**src/rtl/frame_sync_deserializer_if.sv**
```systemverilog
// -----------------------------------------------------------------------------
// frame_sync_deserializer_if
//
// Bundles the serial input and the framed byte output of the receive-side
// framer.
//
//   bit_in          serial data bit, meaningful only while bit_valid=1
//   bit_valid       qualifies bit_in for one clock cycle
//   data_out        signed payload byte, first received bit in the MSB
//   data_valid      one-cycle strobe, data_out carries a new byte
//   frame_start     one-cycle strobe, marks payload byte 0 of a frame
//   locked          frame alignment confirmed
//   sync_err_count  saturating count of bad sync words seen while verifying
//
// master: the bit source / byte sink side (decoder + downstream DSP, or a bench)
// slave : the framer itself
// -----------------------------------------------------------------------------
interface frame_sync_deserializer_if;
    logic              bit_in;
    logic              bit_valid;
    logic signed [7:0] data_out;
    logic              data_valid;
    logic              frame_start;
    logic              locked;
    logic [15:0]       sync_err_count;

    modport master (
        output bit_in,
        output bit_valid,
        input  data_out,
        input  data_valid,
        input  frame_start,
        input  locked,
        input  sync_err_count
    );

    modport slave (
        input  bit_in,
        input  bit_valid,
        output data_out,
        output data_valid,
        output frame_start,
        output locked,
        output sync_err_count
    );
endinterface

```
**src/rtl/frame_sync_deserializer.sv**
```systemverilog
// -----------------------------------------------------------------------------
// frame_sync_deserializer
//
// Receive-side framer for the serial link. Takes the decoded bit stream from
// the Viterbi decoder, finds frame alignment from an 8-bit sync word sent MSB
// first ahead of every frame, then tracks it with a lock/flywheel scheme and
// emits the payload as signed bytes with a valid strobe.
//
// Ports:
//   clk    bit-domain clock, everything on the rising edge
//   reset  synchronous, active-high; returns every output to 0
//   bus    frame_sync_deserializer_if.slave
//            in : bit_in, bit_valid
//            out: data_out, data_valid, frame_start, locked, sync_err_count
//
// Frame on the wire: SYNC_WORD, then FRAME_LEN payload bytes, repeating.
// Cycles with bit_valid=0 leave all state untouched (strobes simply drop).
// -----------------------------------------------------------------------------
module frame_sync_deserializer #(
    parameter logic [7:0]  SYNC_WORD   = 8'hA7,
    parameter int unsigned FRAME_LEN   = 16,   // 1..255
    parameter int unsigned LOCK_FRAMES = 2,    // 1..15
    parameter int unsigned MISS_MAX    = 3     // 1..15
) (
    input  logic                     clk,
    input  logic                     reset,
    frame_sync_deserializer_if.slave bus
);

    typedef enum logic [1:0] {
        HUNT   = 2'd0,   // sliding-window search for the sync word
        DATA   = 2'd1,   // collecting payload bytes
        VERIFY = 2'd2    // checking the sync word expected after a frame
    } state_t;

    localparam logic [7:0] LAST_BYTE = 8'(FRAME_LEN - 1);
    localparam logic [3:0] LOCK_TGT  = 4'(LOCK_FRAMES);
    localparam logic [3:0] MISS_TGT  = 4'(MISS_MAX);
    localparam logic [3:0] FILL_FULL = 4'd8;
    localparam logic [3:0] CNT_SAT   = 4'd15;
    localparam logic [15:0] ERR_SAT  = 16'hFFFF;

    state_t      state_q,  state_d;
    logic [7:0]  sr_q,     sr_d;      // last 8 accepted bits
    logic [3:0]  fill_q,   fill_d;    // bits accepted since entering HUNT, sat. at 8
    logic [2:0]  bit_q,    bit_d;     // bit position inside the current byte
    logic [7:0]  byte_q,   byte_d;    // payload byte index inside the frame
    logic [3:0]  good_q,   good_d;    // consecutive good sync words
    logic [3:0]  miss_q,   miss_d;    // consecutive bad sync words while locked
    logic [7:0]  data_q,   data_d;
    logic        dv_q,     dv_d;
    logic        fs_q,     fs_d;
    logic        lock_q,   lock_d;
    logic [15:0] err_q,    err_d;

    // Window including the bit being accepted this cycle; all byte and sync
    // decisions look at this so they land on the edge that takes the last bit.
    logic [7:0]  shifted;
    assign shifted = {sr_q[6:0], bus.bit_in};

    // -------------------------------------------------------------------------
    // Next-state and output logic
    // -------------------------------------------------------------------------
    always_comb begin
        // NOTE: every *_d starts from its held value (strobes from 0) before any
        // branch, so no path leaves a variable unassigned and no latch is inferred.
        state_d = state_q;
        sr_d    = sr_q;
        fill_d  = fill_q;
        bit_d   = bit_q;
        byte_d  = byte_q;
        good_d  = good_q;
        miss_d  = miss_q;
        data_d  = data_q;
        dv_d    = 1'b0;
        fs_d    = 1'b0;
        lock_d  = lock_q;
        err_d   = err_q;

        if (bus.bit_valid) begin
            sr_d = shifted;

            unique case (state_q)
                HUNT: begin
                    if (fill_q != FILL_FULL) begin
                        fill_d = fill_q + 4'd1;
                    end
                    // fill_q >= 7 means this bit is at least the 8th since HUNT began
                    if ((fill_q >= 4'd7) && (shifted == SYNC_WORD)) begin
                        state_d = DATA;
                        good_d  = 4'd1;
                        miss_d  = 4'd0;
                        bit_d   = 3'd0;
                        byte_d  = 8'd0;
                        if (LOCK_TGT == 4'd1) begin
                            lock_d = 1'b1;
                        end
                    end
                end

                DATA: begin
                    bit_d = bit_q + 3'd1;   // wraps 7 -> 0
                    if (bit_q == 3'd7) begin
                        data_d = shifted;
                        dv_d   = 1'b1;
                        fs_d   = (byte_q == 8'd0);
                        if (byte_q == LAST_BYTE) begin
                            byte_d  = 8'd0;
                            state_d = VERIFY;
                        end else begin
                            byte_d = byte_q + 8'd1;
                        end
                    end
                end

                VERIFY: begin
                    bit_d = bit_q + 3'd1;
                    if (bit_q == 3'd7) begin
                        if (shifted == SYNC_WORD) begin
                            miss_d  = 4'd0;
                            good_d  = (good_q == CNT_SAT) ? CNT_SAT : good_q + 4'd1;
                            if (good_d >= LOCK_TGT) begin
                                lock_d = 1'b1;
                            end
                            state_d = DATA;
                        end else begin
                            if (err_q != ERR_SAT) begin
                                err_d = err_q + 16'd1;
                            end
                            good_d = 4'd0;
                            // Unlocked: the alignment was never confirmed, drop it.
                            // Locked: flywheel through up to MISS_MAX-1 bad words.
                            if (lock_q && ((miss_q + 4'd1) < MISS_TGT)) begin
                                miss_d  = miss_q + 4'd1;
                                state_d = DATA;
                            end else begin
                                lock_d  = 1'b0;
                                state_d = HUNT;
                                fill_d  = 4'd0;
                                bit_d   = 3'd0;
                                byte_d  = 8'd0;
                                miss_d  = 4'd0;
                            end
                        end
                    end
                end

                default: begin
                    state_d = HUNT;
                    fill_d  = 4'd0;
                    bit_d   = 3'd0;
                    byte_d  = 8'd0;
                    miss_d  = 4'd0;
                end
            endcase
        end
    end

    // -------------------------------------------------------------------------
    // State register
    // -------------------------------------------------------------------------
    always_ff @(posedge clk) begin
        // NOTE: non-blocking assignments so every register samples pre-edge
        // values regardless of statement order.
        if (reset) begin
            state_q <= HUNT;
            sr_q    <= 8'd0;
            fill_q  <= 4'd0;
            bit_q   <= 3'd0;
            byte_q  <= 8'd0;
            good_q  <= 4'd0;
            miss_q  <= 4'd0;
            data_q  <= 8'd0;
            dv_q    <= 1'b0;
            fs_q    <= 1'b0;
            lock_q  <= 1'b0;
            err_q   <= 16'd0;
        end else begin
            state_q <= state_d;
            sr_q    <= sr_d;
            fill_q  <= fill_d;
            bit_q   <= bit_d;
            byte_q  <= byte_d;
            good_q  <= good_d;
            miss_q  <= miss_d;
            data_q  <= data_d;
            dv_q    <= dv_d;
            fs_q    <= fs_d;
            lock_q  <= lock_d;
            err_q   <= err_d;
        end
    end

    assign bus.data_out       = $signed(data_q);
    assign bus.data_valid     = dv_q;
    assign bus.frame_start    = fs_q;
    assign bus.locked         = lock_q;
    assign bus.sync_err_count = err_q;

endmodule

```
**src/flat_wrapper.sv**
```systemverilog
// flat-port wrapper written by rule: the top's interface ports become plain ports
module frame_sync_deserializer_flat 
#(
    parameter logic [7:0]  SYNC_WORD   = 8'hA7,
    parameter int unsigned FRAME_LEN   = 16,            
    parameter int unsigned LOCK_FRAMES = 2,            
    parameter int unsigned MISS_MAX    = 3             
)
  (clk, reset, bus_bit_in, bus_bit_valid, bus_data_out, bus_data_valid, bus_frame_start, bus_locked, bus_sync_err_count);
  frame_sync_deserializer_if bus_i ();
  input  logic clk;
  input  logic reset;
  input wire logic [$bits(bus_i.bit_in)-1:0] bus_bit_in;
  input wire logic [$bits(bus_i.bit_valid)-1:0] bus_bit_valid;
  output wire logic [$bits(bus_i.data_out)-1:0] bus_data_out;
  output wire logic [$bits(bus_i.data_valid)-1:0] bus_data_valid;
  output wire logic [$bits(bus_i.frame_start)-1:0] bus_frame_start;
  output wire logic [$bits(bus_i.locked)-1:0] bus_locked;
  output wire logic [$bits(bus_i.sync_err_count)-1:0] bus_sync_err_count;
  assign bus_i.bit_in = bus_bit_in;
  assign bus_i.bit_valid = bus_bit_valid;
  assign bus_data_out = bus_i.data_out;
  assign bus_data_valid = bus_i.data_valid;
  assign bus_frame_start = bus_i.frame_start;
  assign bus_locked = bus_i.locked;
  assign bus_sync_err_count = bus_i.sync_err_count;
  frame_sync_deserializer #(.SYNC_WORD(SYNC_WORD), .FRAME_LEN(FRAME_LEN), .LOCK_FRAMES(LOCK_FRAMES), .MISS_MAX(MISS_MAX)) u_core (.clk(clk), .reset(reset), .bus(bus_i));
endmodule
```
**config.mk**
```make
export PLATFORM = sky130hd
export DESIGN_NAME = frame_sync_deserializer_flat
export DESIGN_NICKNAME = d
export VERILOG_FILES = /design/src/rtl/frame_sync_deserializer_if.sv /design/src/rtl/frame_sync_deserializer.sv /design/src/flat_wrapper.sv
export SDC_FILE = /design/constraint.sdc
export NUM_CORES = 1
export LEC_CHECK = 0
export CORE_ASPECT_RATIO = 0.6
export CORE_MARGIN = 2
export CORE_UTILIZATION = 45
export DETAILED_ROUTE_END_ITERATION = 8
export HOLD_SLACK_MARGIN = 0.02
export PLACE_DENSITY = 0.77
export SETUP_SLACK_MARGIN = 0.1
export SLEW_MARGIN = 20
export SYNTH_ARGS = -nofsm -noshare
export SYNTH_HDL_FRONTEND = slang
export SYNTH_SLANG_ARGS = --single-unit
```
**constraint.sdc**
```tcl
create_clock -name clk -period 2.5 [get_ports clk]
set_input_delay 0.5 -clock clk [delete_from_list [all_inputs] [get_ports clk]]
set_output_delay 0.5 -clock clk [all_outputs]
set_load 0.02 [all_outputs]
```
# ---- After elaboration in Yosys (flattened, before gate mapping)
# Cells that the tools add are included.
dict set report word_totals {
  memories 0
  output_inout_bits 27
  ff_bits 59
  elab_cells 96
  input_bits 4
  mem_bits_rw 0
  latchBits 0
  mem_bits_ro 0
}
dict set report classes {
  n_reduce_logical 16
  muxes 38
  bitwise 4
  n_eq_ne 17
  magnitude_cmp 3
  shift 0
  n_addsub 6
  n_mul 0
  n_div 0
}
# cell n
set op_table {}
lappend op_table {{4-bit 2-to-1 mux} 12}
lappend op_table {{8-bit 2-to-1 mux} 6}
lappend op_table {{4-bit case mux with 3 select lines} 2}
lappend op_table {{8-bit case mux with 3 select lines} 1}
lappend op_table {{16-bit by 1-bit adder with 16-bit output (second input constant)} 1}
lappend op_table {{16-bit inequality test (second input constant)} 1}
lappend op_table {{5-bit AND reduction} 3}
lappend op_table {{4-bit by 1-bit adder with 4-bit output (second input constant)} 3}
lappend op_table {{3-bit 2-to-1 mux} 4}
lappend op_table {{2-bit by 1-bit inequality test with 1-bit output (second input constant)} 6}
lappend op_table {{6-bit AND reduction} 2}
lappend op_table {{2-bit 2-to-1 mux} 5}
lappend op_table {{3-bit case mux with 3 select lines} 1}
lappend op_table {{8-bit by 1-bit adder with 8-bit output (second input constant)} 1}
lappend op_table {{8-bit by 4-bit == test with 1-bit output (second input constant)} 1}
lappend op_table {{8-bit == test (second input constant)} 1}
lappend op_table {{8-bit logical NOT} 1}
lappend op_table {{4-bit case mux with 2 select lines} 1}
lappend op_table {{4-bit AND reduction} 2}
lappend op_table {{2-bit inequality test (second input constant)} 3}
lappend op_table {{2-bit case mux with 3 select lines} 1}
lappend op_table {{1-bit 2-to-1 mux} 5}
lappend op_table {{4-bit == test (second input constant)} 1}
lappend op_table {{4-bit by 2-bit >= comparator with 1-bit output (second input constant)} 1}
lappend op_table {{other kinds (15)} 19}

# ---- Logic depth before layout (Yosys ltp)
# Gate-level depths: netlist of run 1.
dict set report depth {
  ltp_word 7
  ltp_mapped 9
}

# ---- Worst setup path before layout of run 1
# No wires, ideal clock.
dict set report synth_timing {
  kind {register to register}
  start {register u_core.state_q[0]}
  end {register u_core.byte_q[7]}
  required_ns 2.385
  slack_ns 0.483
  path_buffers 1
  stages_incl_launch_ff 8
  arrival_time_ns 1.902
  setup_ns 0.115
  path_cell_list {dfxtp_1 inv_1 ha_1 clkbuf_1 o21ai_0 or4b_1 o21a_1 o21ba_1}
}
dict set report synth_between {
  elab_chain_cells 3
}
# element line_no
set synth_rtl {}
lappend synth_rtl {{start, declared} frame_sync_deserializer.sv:43} ;# state_t state_q, state_d;
lappend synth_rtl {{start signal, assigned} frame_sync_deserializer.sv:179} ;# state_q <= state_d;
lappend synth_rtl {{2-bit by 1-bit == test with 1-bit output (tied with other cells)} frame_sync_deserializer.sv:83} ;# unique case (state_q)
lappend synth_rtl {{2-bit by 1-bit inequality test with 1-bit output (no source line) / 2-bit inequality test (equally long branches)} -}
lappend synth_rtl {{6-bit AND reduction (no source line)} -}
lappend synth_rtl {{end signal, assigned} frame_sync_deserializer.sv:183} ;# byte_q <= byte_d;
lappend synth_rtl {{end, declared} frame_sync_deserializer.sv:47} ;# logic [7:0] byte_q, byte_d;
# Parallel ways exist; a longest one is shown, timed or not.
# A chain may end at the register's enable or synchronous reset.

# ---- Worst setup path in the final report of run 1
dict set report layout_timing {
  start {register u_core.state_q[0]}
  end {register u_core.byte_q[1]}
}
# The elaborated chain is that of the path after synthesis.

==> results.md, run 1 <==
Floorplanning
* die span in y: 66.7 µm
* placeable core area: 6220 µm²
* I/O pins: 31
* number of standard-cell rows in the floorplan: 22
* initial standard-cell utilization of the core: 0.473
* Die Span X: 108 µm
* die footprint: 7230 µm²

Yosys
* ys async rst share: 0
* count of yosys warnings during synthesis: 0
* top cell type by total area after synthesis: dfxtp_1
* number of register bits inferred by synthesis: 59
* library cells used by synthesis: 48
* Synth top area share: 0.401
* average instance area after synthesis: 8.53 µm²
* Mapped Area: 2940 µm²
* total nets after synthesis: 363
* top cells by area in the synthesized netlist: dfxtp_1 40%, ha_1 5.9%, xnor2_1 4.8%, nand2_1 4.6%, nor2_1 4.3%
* number of flops mapped to enable cells by yosys: 0
* instance count of the mapped netlist: 345
* most frequently used flop master after synthesis: dfxtp_1
* sequential element share of the synthesized area: 0.401

Layout
* fill count: 555
* most frequent cells in the layout: 59 x dfxtp_1, 36 x nand2_1, 34 x nor2_1
* fraction of layout instances using a drive strength above 1: 0.0846
* final layout net count: 403
* diode count: 0
* commonest non-fill, non-tap cell in the layout: dfxtp_1
* Sequential Area: 1180 µm²
* summed area of non-filler cells in the final layout: 3610 µm²
* signed area change from the synthesized netlist to the final layout: 22.6%
* area used by multi-input combinational logic: 1640 µm²

Worst setup path
* critical path's slowest cell: dfxtp_1
* delay contributed by the slowest stage of the critical path: 0.39 ns
* FF-to-FF setup slack: 0.24 ns
* maximum fanout along the worst path: 14
* critical path required time: 2.77 ns
* startpoint-to-endpoint class of the critical path: register to register
* CP cell instances: inv_1, ha_1, and4b_1, a21o_1, buf_4, or3_1, a21oi_1
* type of element capturing the critical path: register
* critical path data arrival time: 2.53 ns
* Critical Path Source Type: register

Detailed routing
* final antenna-violating net count: 0
* DRT iter0 DRCs: 176
* post-detailed-route DRC marker count: 0
* via total after detailed routing: 2686
* Wirelength per Cell: 14.7 µm
* Pre-antenna DRT Iters: 5
* Routed WL: 6970 µm
* via density per instance: 5.67

Global routing
* initial antenna violation count: 0
* vias in the first global route: 2324
* pin count of the biggest net entering global routing: 29
* total grt overflow: 0
* global-route wire length before repair: 11400 µm
* global-route usage over all layers: 0.204

Timing
* final hold violations: 0
* final slew viol count: 0
* number of endpoints failing setup at the final stage: 0
* slew at the pin closest to its max-slew limit: 0.555 ns
* worst slew margin relative to its limit: 0.626
* worst setup skew after layout: 0.00906 ns
* final worst-path setup slack: 0.243 ns
* RSZ-0062 raised after global routing: no
* max frequency: 443 MHz
* part of the cycle the worst path needs: 0.903
* post-layout min period: 2.26 ns
* setup TNS after final layout: 0 ns

Place
* total of buffers placed on input and output ports: 30
* pre-CTS setup slack: 0.0478 ns
* detailed placer's ending HPWL: 5020 µm
* Routability Congestion: 0.804
* Placement Cell Area: 3380 µm²

Clock tree
* clock transition time at the flip-flop clock pins of the worst setup and hold paths: 0.07 ns
* buffers from clock root to sink, at most: 2
* quantity of hold-fixing buffers added after cts: 0
* H-tree level count: 3
* source-to-sink clock delay at the later pin of the worst-skew pair: 0.34 ns
* clock sinks: 59
* clock tree from TritonCTS: done
* count of instances resized after the clock tree is built: 0
* number of buffers inserted during clock tree synthesis: 9
* clock root buffer master: clkbuf_8
* Post-CTS Repair Setup Buffers: 0

Power
* Pleak: 1.30 nW
* power per standard cell area: 590 nW/µm²
* highest ir drop seen on vdd: 0.000252 V

Status
* result of the run: finished, final reports clean

Run
* number of maximum-capacitance constraint violations: 0

Hold path
* worst hold-check path type: register to register

[sequential cells by signal (all words and copies together), names as in the netlist]
name                       count
u_core.byte_q                  8
u_core.bus.locked              1
u_core.good_q                  4
u_core.fill_q                  4
u_core.bus.data_valid          1
u_core.bus.frame_start         1
u_core.bit_q                   3
u_core.miss_q                  4
u_core.sr_q                    7
u_core.bus.sync_err_count     16
u_core.bus.data_out            8
u_core.state_q                 2
[kinds of logic after synthesis]
group / synth area share
DFF: 0.401
adders and majority gates: 0.0595
muxes: 0.0374
AOI/OAI and AO/OA: 0.149
and+or+nand+nor: 0.261
xor gates and xnor gates: 0.0506
buffers and inverters: 0.0412
[layout make-up]
type                    count  share of cell area
flip-flops and latches     59               0.327
inverters                  13              0.0135
repair buffers             44               0.112
clock inverters             4              0.0201
well taps                  84              0.0291
multi-input cells         258               0.455
clock buffers              12              0.0430
[worst paths after layout]
kind,start,endpoint,cells after the start
min,u_core.bus.data_out[4]$_SDFFE_PP0P_,u_core.bus.data_out[4]$_SDFFE_PP0P_,2
max,u_core.state_q[0]$_SDFFE_PP0P_,u_core.byte_q[1]$_SDFFE_PP0P_,7
min reg2reg,u_core.bus.data_out[4]$_SDFFE_PP0P_,u_core.bus.data_out[4]$_SDFFE_PP0P_,2
max reg2reg,u_core.state_q[0]$_SDFFE_PP0P_,u_core.byte_q[1]$_SDFFE_PP0P_,7
[report_power, final]
part	internal (W)	leakage, nW	switching (W)	total [W]
registers	0.000954	0.476	0.0000158	0.000970
clock network	0.000614	0.113	0.000385	0.000999
logic	0.0000575	0.712	0.000102	0.000160
[Yosys cell counts (2+ instances only)]
library cell	count
o21ai_0	14
nor3_1	11
nor4_1	6
a21oi_1	25
and4_1	3
nand2_1	36
a211oi_1	3
o2111ai_1	3
nand3b_1	4
a21o_1	4
nor2_1	34
nor2b_1	2
or3_1	3
inv_1	13
nand3_1	19
mux2i_1	11
a31oi_1	3
o31ai_1	4
nand4_1	4
xnor2_1	16
or4_1	6
and2_1	4
and3_1	4
o311ai_0	3
buf_6	2
nand4b_1	2
clkbuf_1	12
dfxtp_1	59
ha_1	14
o211ai_1	2
nand2b_1	2
[worst max-delay path: cells and delay by family, from the launching register on]
| family | cells | cell delay (ns) |
|---|---|---|
| buf+inv | 2 | 0.30 |
| fa+ha+maj | 1 | 0.37 |
| flops | 1 | 0.39 |
| compound gates | 2 | 0.47 |
| simple gates | 2 | 0.66 |
[per-stage QoR]
stage / hold WS [ns] / total power [W] / util / instances
after CTS: 0.463 / 0.00214 / 0.580 / 474
final: 0.458 / 0.00213 / 0.580 / 474
after global routing: 0.479 / 0.00220 / 0.580 / 474
after detailed placement: 0.454 / 0.00114 / 0.544 / 458
after global placement: 0.445 / 0.00114 / 0.544 / 458
after floorplan: 0.436 / 0.00109 / - / 345
[routing by layer]
layer | global-route usage | vias to the layer above | part of all wire
met5 | 0 | - | 0
met1 | 0.294 | 1263 | 0.51
met4 | 0.0625 | 0 | 0.015
met2 | 0.289 | 88 | 0.41
met3 | 0.0626 | 12 | 0.062
li1 | - | 1323 | -
Note: power is estimated with default switching activity, not from simulation.
==> run 2: changes to the inputs <==
- SKIP_CTS_REPAIR_TIMING: unset -> 1
- clock period: 2.5 -> 2.15 ns (I/O delays scaled with it)
==> run 2 against run 1 <==
Combinational power grew 38%. Critical path depth did not move. Final area increased by 3.7%. Die area unchanged. Utilization is 2.2 points higher. Flip-flop and latch count is the same. Setup slack got worse by 0.067 ns. Routed wire length increased by 4.5%. Register-to-register slack worse by 0.07 ns. Global-route usage up 0.87 points. Hold slack got worse by 0.0010 ns. Critical endpoint unchanged. Largest cell class unchanged.
==> results.md, run 2 (synthesized netlist as in run 1, its figures left out) <==
Place
* Routability Congestion: 0.931
* detailed placer's ending HPWL: 5240 µm
* total of buffers placed on input and output ports: 30

Detailed routing
* post-detailed-route DRC marker count: 0
* via density per instance: 5.64
* final antenna-violating net count: 0
* Pre-antenna DRT Iters: 5
* Routed WL: 7290 µm
* via total after detailed routing: 2782
* Wirelength per Cell: 14.8 µm
* DRT iter0 DRCs: 186

Worst setup path
* last element of the critical path: u_core.byte_q[1]$_SDFFE_PP0P_
* worst reg2reg path depth: 7
* type of element capturing the critical path: register
* maximum fanout along the worst path: 10
* critical path required time: 2.43 ns
* Reg2Reg Launch Point: u_core.miss_q[0]$_SDFFE_PP0P_
* critical path data arrival time: 2.25 ns
* FF-to-FF setup slack: 0.18 ns
* critical path startpoint: u_core.miss_q[0]$_SDFFE_PP0P_
* worst r2r dst: u_core.byte_q[1]$_SDFFE_PP0P_
* startpoint-to-endpoint class of the critical path: register to register
* Critical Path Source Type: register

Timing
* hold slack: 0.457 ns
* max frequency: 507 MHz
* final hold violations: 0
* post-layout min period: 1.97 ns
* worst setup skew after layout: 0.0108 ns
* number of endpoints failing setup at the final stage: 0
* slew at the pin closest to its max-slew limit: 0.518 ns
* RSZ-0062 raised after global routing: yes
* final slew viol count: 0
* worst slew margin relative to its limit: 0.651
* setup TNS after final layout: 0 ns
* part of the cycle the worst path needs: 0.918

Floorplanning
* die span in y: 66.7 µm
* number of standard-cell rows in the floorplan: 22
* placeable core area: 6220 µm²
* I/O pins: 31
* initial standard-cell utilization of the core: 0.473
* Die Span X: 108 µm
* die footprint: 7230 µm²

Global routing
* initial antenna violation count: 0
* global-route wire length before repair: 11900 µm
* global-route usage over all layers: 0.213
* total grt overflow: 0
* vias in the first global route: 2548
* pin count of the biggest net entering global routing: 24

Clock tree
* H-tree level count: 3
* clock root buffer master: clkbuf_8
* clock transition time at the flip-flop clock pins of the worst setup and hold paths: 0.07 ns
* clock sinks: 59
* number of buffers inserted during clock tree synthesis: 9
* buffers from clock root to sink, at most: 2
* source-to-sink clock delay at the later pin of the worst-skew pair: 0.35 ns
* clock tree from TritonCTS: done

Layout
* final core occ: 0.602
* max FFs per register: 16
* area used by multi-input combinational logic: 1670 µm²
* fill count: 545
* signed area change from the synthesized netlist to the final layout: 27.2%
* diode count: 0
* fraction of layout instances using a drive strength above 1: 0.147
* commonest non-fill, non-tap cell in the layout: dfxtp_1
* Sequential Area: 1180 µm²
* most frequent cells in the layout: 58 x dfxtp_1, 36 x nand2_1, 34 x nor2_1
* final layout net count: 422

Power
* PnR Total Power: 0.00236 W
* highest ir drop seen on vdd: 0.000420 V
* Pleak: 1.38 nW
* power per standard cell area: 630 nW/µm²

Run
* number of maximum-capacitance constraint violations: 0

Status
* result of the run: finished, final reports clean

Hold path
* worst hold-check path type: register to register

==> run 2: cell types whose count changed in the layout (fill, tap and decap cells not counted), moves of 2 or more <==
cell | previous run | this run
ha_1 | 14 | 12
ha_2 | 0 | 2
clkbuf_8 | 11 | 9
buf_4 | 14 | 33
==> run 2: where the power goes <==
group	switching (W)	internal [W]
clock	0.000474	0.000537
sequential	0.0000186	0.00111
combinational	0.000130	0.0000910
==> run 2: routing by layer <==
metal / part of all wire / GRT usage / routed length [µm] / up-vias
li1: - / - / - / 1365
met1: 0.50 / 0.292 / 3640 / 1306
met2: 0.41 / 0.305 / 3000 / 90
met3: 0.070 / 0.0822 / 508 / 21
met4: 0.019 / 0.0705 / 140 / 0
met5: 0 / 0 / 0 / -
==> run 2: area by class of cell <==
class	count	area share
repair buffers	63	0.147
flip-flops and latches	59	0.316
clock inverters	6	0.0174
multi-input cells	258	0.445
well taps	84	0.0281
clock buffers	10	0.0341
inverters	13	0.0130
==> run 2: stage by stage <==
stage                     cell area [µm²]  std cells  worst slack [ns]
after floorplan                      2940        345             0.133
after global placement               3520        477            -0.199
after detailed placement             3520        477            -0.209
after CTS                            3720        493            0.0797
after global routing                 3740        493            0.0731
final                                3740        493             0.177
==> run 2: worst min-delay path by stage <==
stage                                           to                           startpoint  depth (start not counted)
6_report       u_core.bus.data_out[0]$_SDFFE_PP0P_  u_core.bus.data_out[0]$_SDFFE_PP0P_                          2
5_1_grt        u_core.bus.data_out[0]$_SDFFE_PP0P_  u_core.bus.data_out[0]$_SDFFE_PP0P_                          2
2_1_floorplan         u_core.bit_q[1]$_SDFFE_PP0P_         u_core.bit_q[1]$_SDFFE_PP0P_                          2
3_5_place_dp   u_core.bus.data_out[0]$_SDFFE_PP0P_  u_core.bus.data_out[0]$_SDFFE_PP0P_                          2
4_1_cts        u_core.bus.data_out[0]$_SDFFE_PP0P_  u_core.bus.data_out[0]$_SDFFE_PP0P_                          2
3_3_place_gp   u_core.bus.data_out[0]$_SDFFE_PP0P_  u_core.bus.data_out[0]$_SDFFE_PP0P_                          2
==> run 2: worst max-delay path: stages, from the launching register on <==
cell and delay, ns:
dfxtp_1 0.34, ha_1 0.21, xnor2_1 0.14, and4b_1 0.24
a21o_2 0.30, buf_4 0.17, or3_1 0.36, a21oi_1 0.15
==> run 3: changes to the inputs <==
- CELL_PAD_IN_SITES_DETAIL_PLACEMENT: unset -> 1
- CELL_PAD_IN_SITES_GLOBAL_PLACEMENT: unset -> 2
- CORE_UTILIZATION: 45 -> 34
- PLACE_DENSITY: 0.77 -> 0.9
- REMOVE_ABC_BUFFERS: unset -> 1
==> run 3 against run 2 <==
Clock power increased by 55%. Flip-flop and latch count unchanged. Die area increased by 31%. Sequential share of layout area decreased by 1.8 points. Combinational power increased by 8%. Clock-buffer cell count increased by 2. Fmax decreased by 1.6%. Clock skew decreased by 0.0072 ns. Final area increased by 6.0%. Critical path depth decreased by 1. Largest power group is now clock.
==> results.md, run 3 (synthesized netlist as in run 1, its figures left out) <==
Status
* result of the run: finished, final reports clean

Timing
* worst setup skew after layout: 0.00364 ns
* final hold violations: 0
* hold slack: 0.461 ns
* number of endpoints failing setup at the final stage: 0
* part of the cycle the worst path needs: 0.933
* slew at the pin closest to its max-slew limit: 0.464 ns
* max frequency: 499 MHz
* worst slew margin relative to its limit: 0.688
* post-layout min period: 2.01 ns
* final worst-path setup slack: 0.145 ns
* final slew viol count: 0
* RSZ-0062 raised after global routing: no

Worst setup path
* Reg2Reg Launch Point: u_core.bit_q[0]$_SDFFE_PP0P_
* critical path data arrival time: 2.26 ns
* worst r2r dst: u_core.byte_q[7]$_SDFFE_PP0P_
* FF-to-FF setup slack: 0.18 ns
* worst reg2reg path depth: 8
* Critical Path Source Type: input pin
* startpoint-to-endpoint class of the critical path: input pin to register
* critical path required time: 2.41 ns
* maximum fanout along the worst path: 10
* type of element capturing the critical path: register

Layout
* most frequent cells in the layout: 58 x dfxtp_1, 35 x nand2_1, 34 x nor2_1
* fraction of layout instances using a drive strength above 1: 0.163
* signed area change from the synthesized netlist to the final layout: 34.8%
* final core occ: 0.469
* number of standard cells in the final layout excluding fillers: 522
* commonest non-fill, non-tap cell in the layout: dfxtp_1
* Sequential Area: 1180 µm²
* fill count: 972
* diode count: 0
* area used by multi-input combinational logic: 1710 µm²
* max FFs per register: 16
* final layout net count: 423

Place
* detailed placer's ending HPWL: 6440 µm
* placed cells: 504
* pre-CTS setup slack: -0.243 ns
* Routability Congestion: 0.874
* total of buffers placed on input and output ports: 30

Clock tree
* clock tree from TritonCTS: done
* source-to-sink clock delay at the later pin of the worst-skew pair: 0.33 ns
* number of buffers inserted during clock tree synthesis: 9
* clock root buffer master: clkbuf_16
* buffers from clock root to sink, at most: 2
* clock sinks: 59
* clock transition time at the flip-flop clock pins of the worst setup and hold paths: 0.05 ns
* H-tree level count: 3

Floorplanning
* Die Span X: 124 µm
* I/O pins: 31
* initial standard-cell utilization of the core: 0.348
* die footprint: 9440 µm²
* die span in y: 76.1 µm
* number of standard-cell rows in the floorplan: 26
* placeable core area: 8460 µm²

Global routing
* pin count of the biggest net entering global routing: 41
* total grt overflow: 0
* global-route usage over all layers: 0.202
* global-route wire length before repair: 14800 µm
* vias in the first global route: 2903
* initial antenna violation count: 0

Detailed routing
* DRT iter0 DRCs: 155
* Pre-antenna DRT Iters: 4
* via density per instance: 5.38
* via total after detailed routing: 2808
* final antenna-violating net count: 0
* Routed WL: 8970 µm
* Wirelength per Cell: 17.2 µm
* post-detailed-route DRC marker count: 0

Run
* number of maximum-capacitance constraint violations: 0

Power
* power per standard cell area: 742 nW/µm²
* highest ir drop seen on vdd: 0.000337 V
* PnR Total Power: 0.00294 W
* Pleak: 1.45 nW

Hold path
* end point of the most critical hold path: u_core.bus.data_out[2]$_SDFFE_PP0P_
* worst hold-check path type: register to register
* source of the worst hold timing path: u_core.bus.data_out[2]$_SDFFE_PP0P_
* number of cells on the worst hold path: 2

run 3: through the flow:
stage | instance area, µm² | setup TNS [ns]
floorplan | 2870 | -0.882
global placement | 3560 | -2.42
detailed placement | 3560 | -3.83
CTS | 3890 | 0
global route | 3970 | 0
finish | 3970 | 0
run 3: area by class of cell:
class	count	share of cell area
Clock buffer	12	0.0646
Timing Repair Buffer	63	0.140
Inverter	13	0.0123
Tap cell	112	0.0353
Clock inverter	4	0.0183
Multi-Input combinational cell	259	0.432
Sequential cell	59	0.298
run 3: how the worst max path moves through the flow:
stage                                               from                                        end  slack, ns
3_3_place_gp                                  bus_bit_in              u_core.byte_q[7]$_SDFFE_PP0P_      -0.19
6_report                                      bus_bit_in              u_core.byte_q[2]$_SDFFE_PP0P_       0.14
3_5_place_dp                                  bus_bit_in              u_core.byte_q[1]$_SDFFE_PP0P_      -0.24
4_1_cts                   u_core.state_q[0]$_SDFFE_PP0P_              u_core.byte_q[1]$_SDFFE_PP0P_       0.01
2_1_floorplan  u_core.bus.sync_err_count[0]$_SDFFE_PP0P_  u_core.bus.sync_err_count[1]$_SDFFE_PP0P_      -0.19
5_1_grt                   u_core.state_q[1]$_SDFFE_PP0P_              u_core.fill_q[2]$_SDFFE_PP0P_       0.07
run 3: metal layers:
metal	GRT usage	vias to the layer above	wire, µm
met2	0.292	45	3910
met3	0.0539	8	317
met1	0.294	1390	4650
met5	0	-	0
met4	0.0573	0	95
li1	-	1365	-
run 3: worst max-delay path, cell delays in order:
cell             delay, ns
clkdlybuf4s50_1       0.49
and4b_4               0.28
a41o_1                0.24
nand2_2               0.14
or4_1                 0.50
a31oi_1               0.17
run 3: report_power, final:
group	leakage, nW	switching, W	internal, W
logic	0.820	0.000142	0.0000958
clock network	0.159	0.000499	0.00107
registers	0.476	0.0000201	0.00111
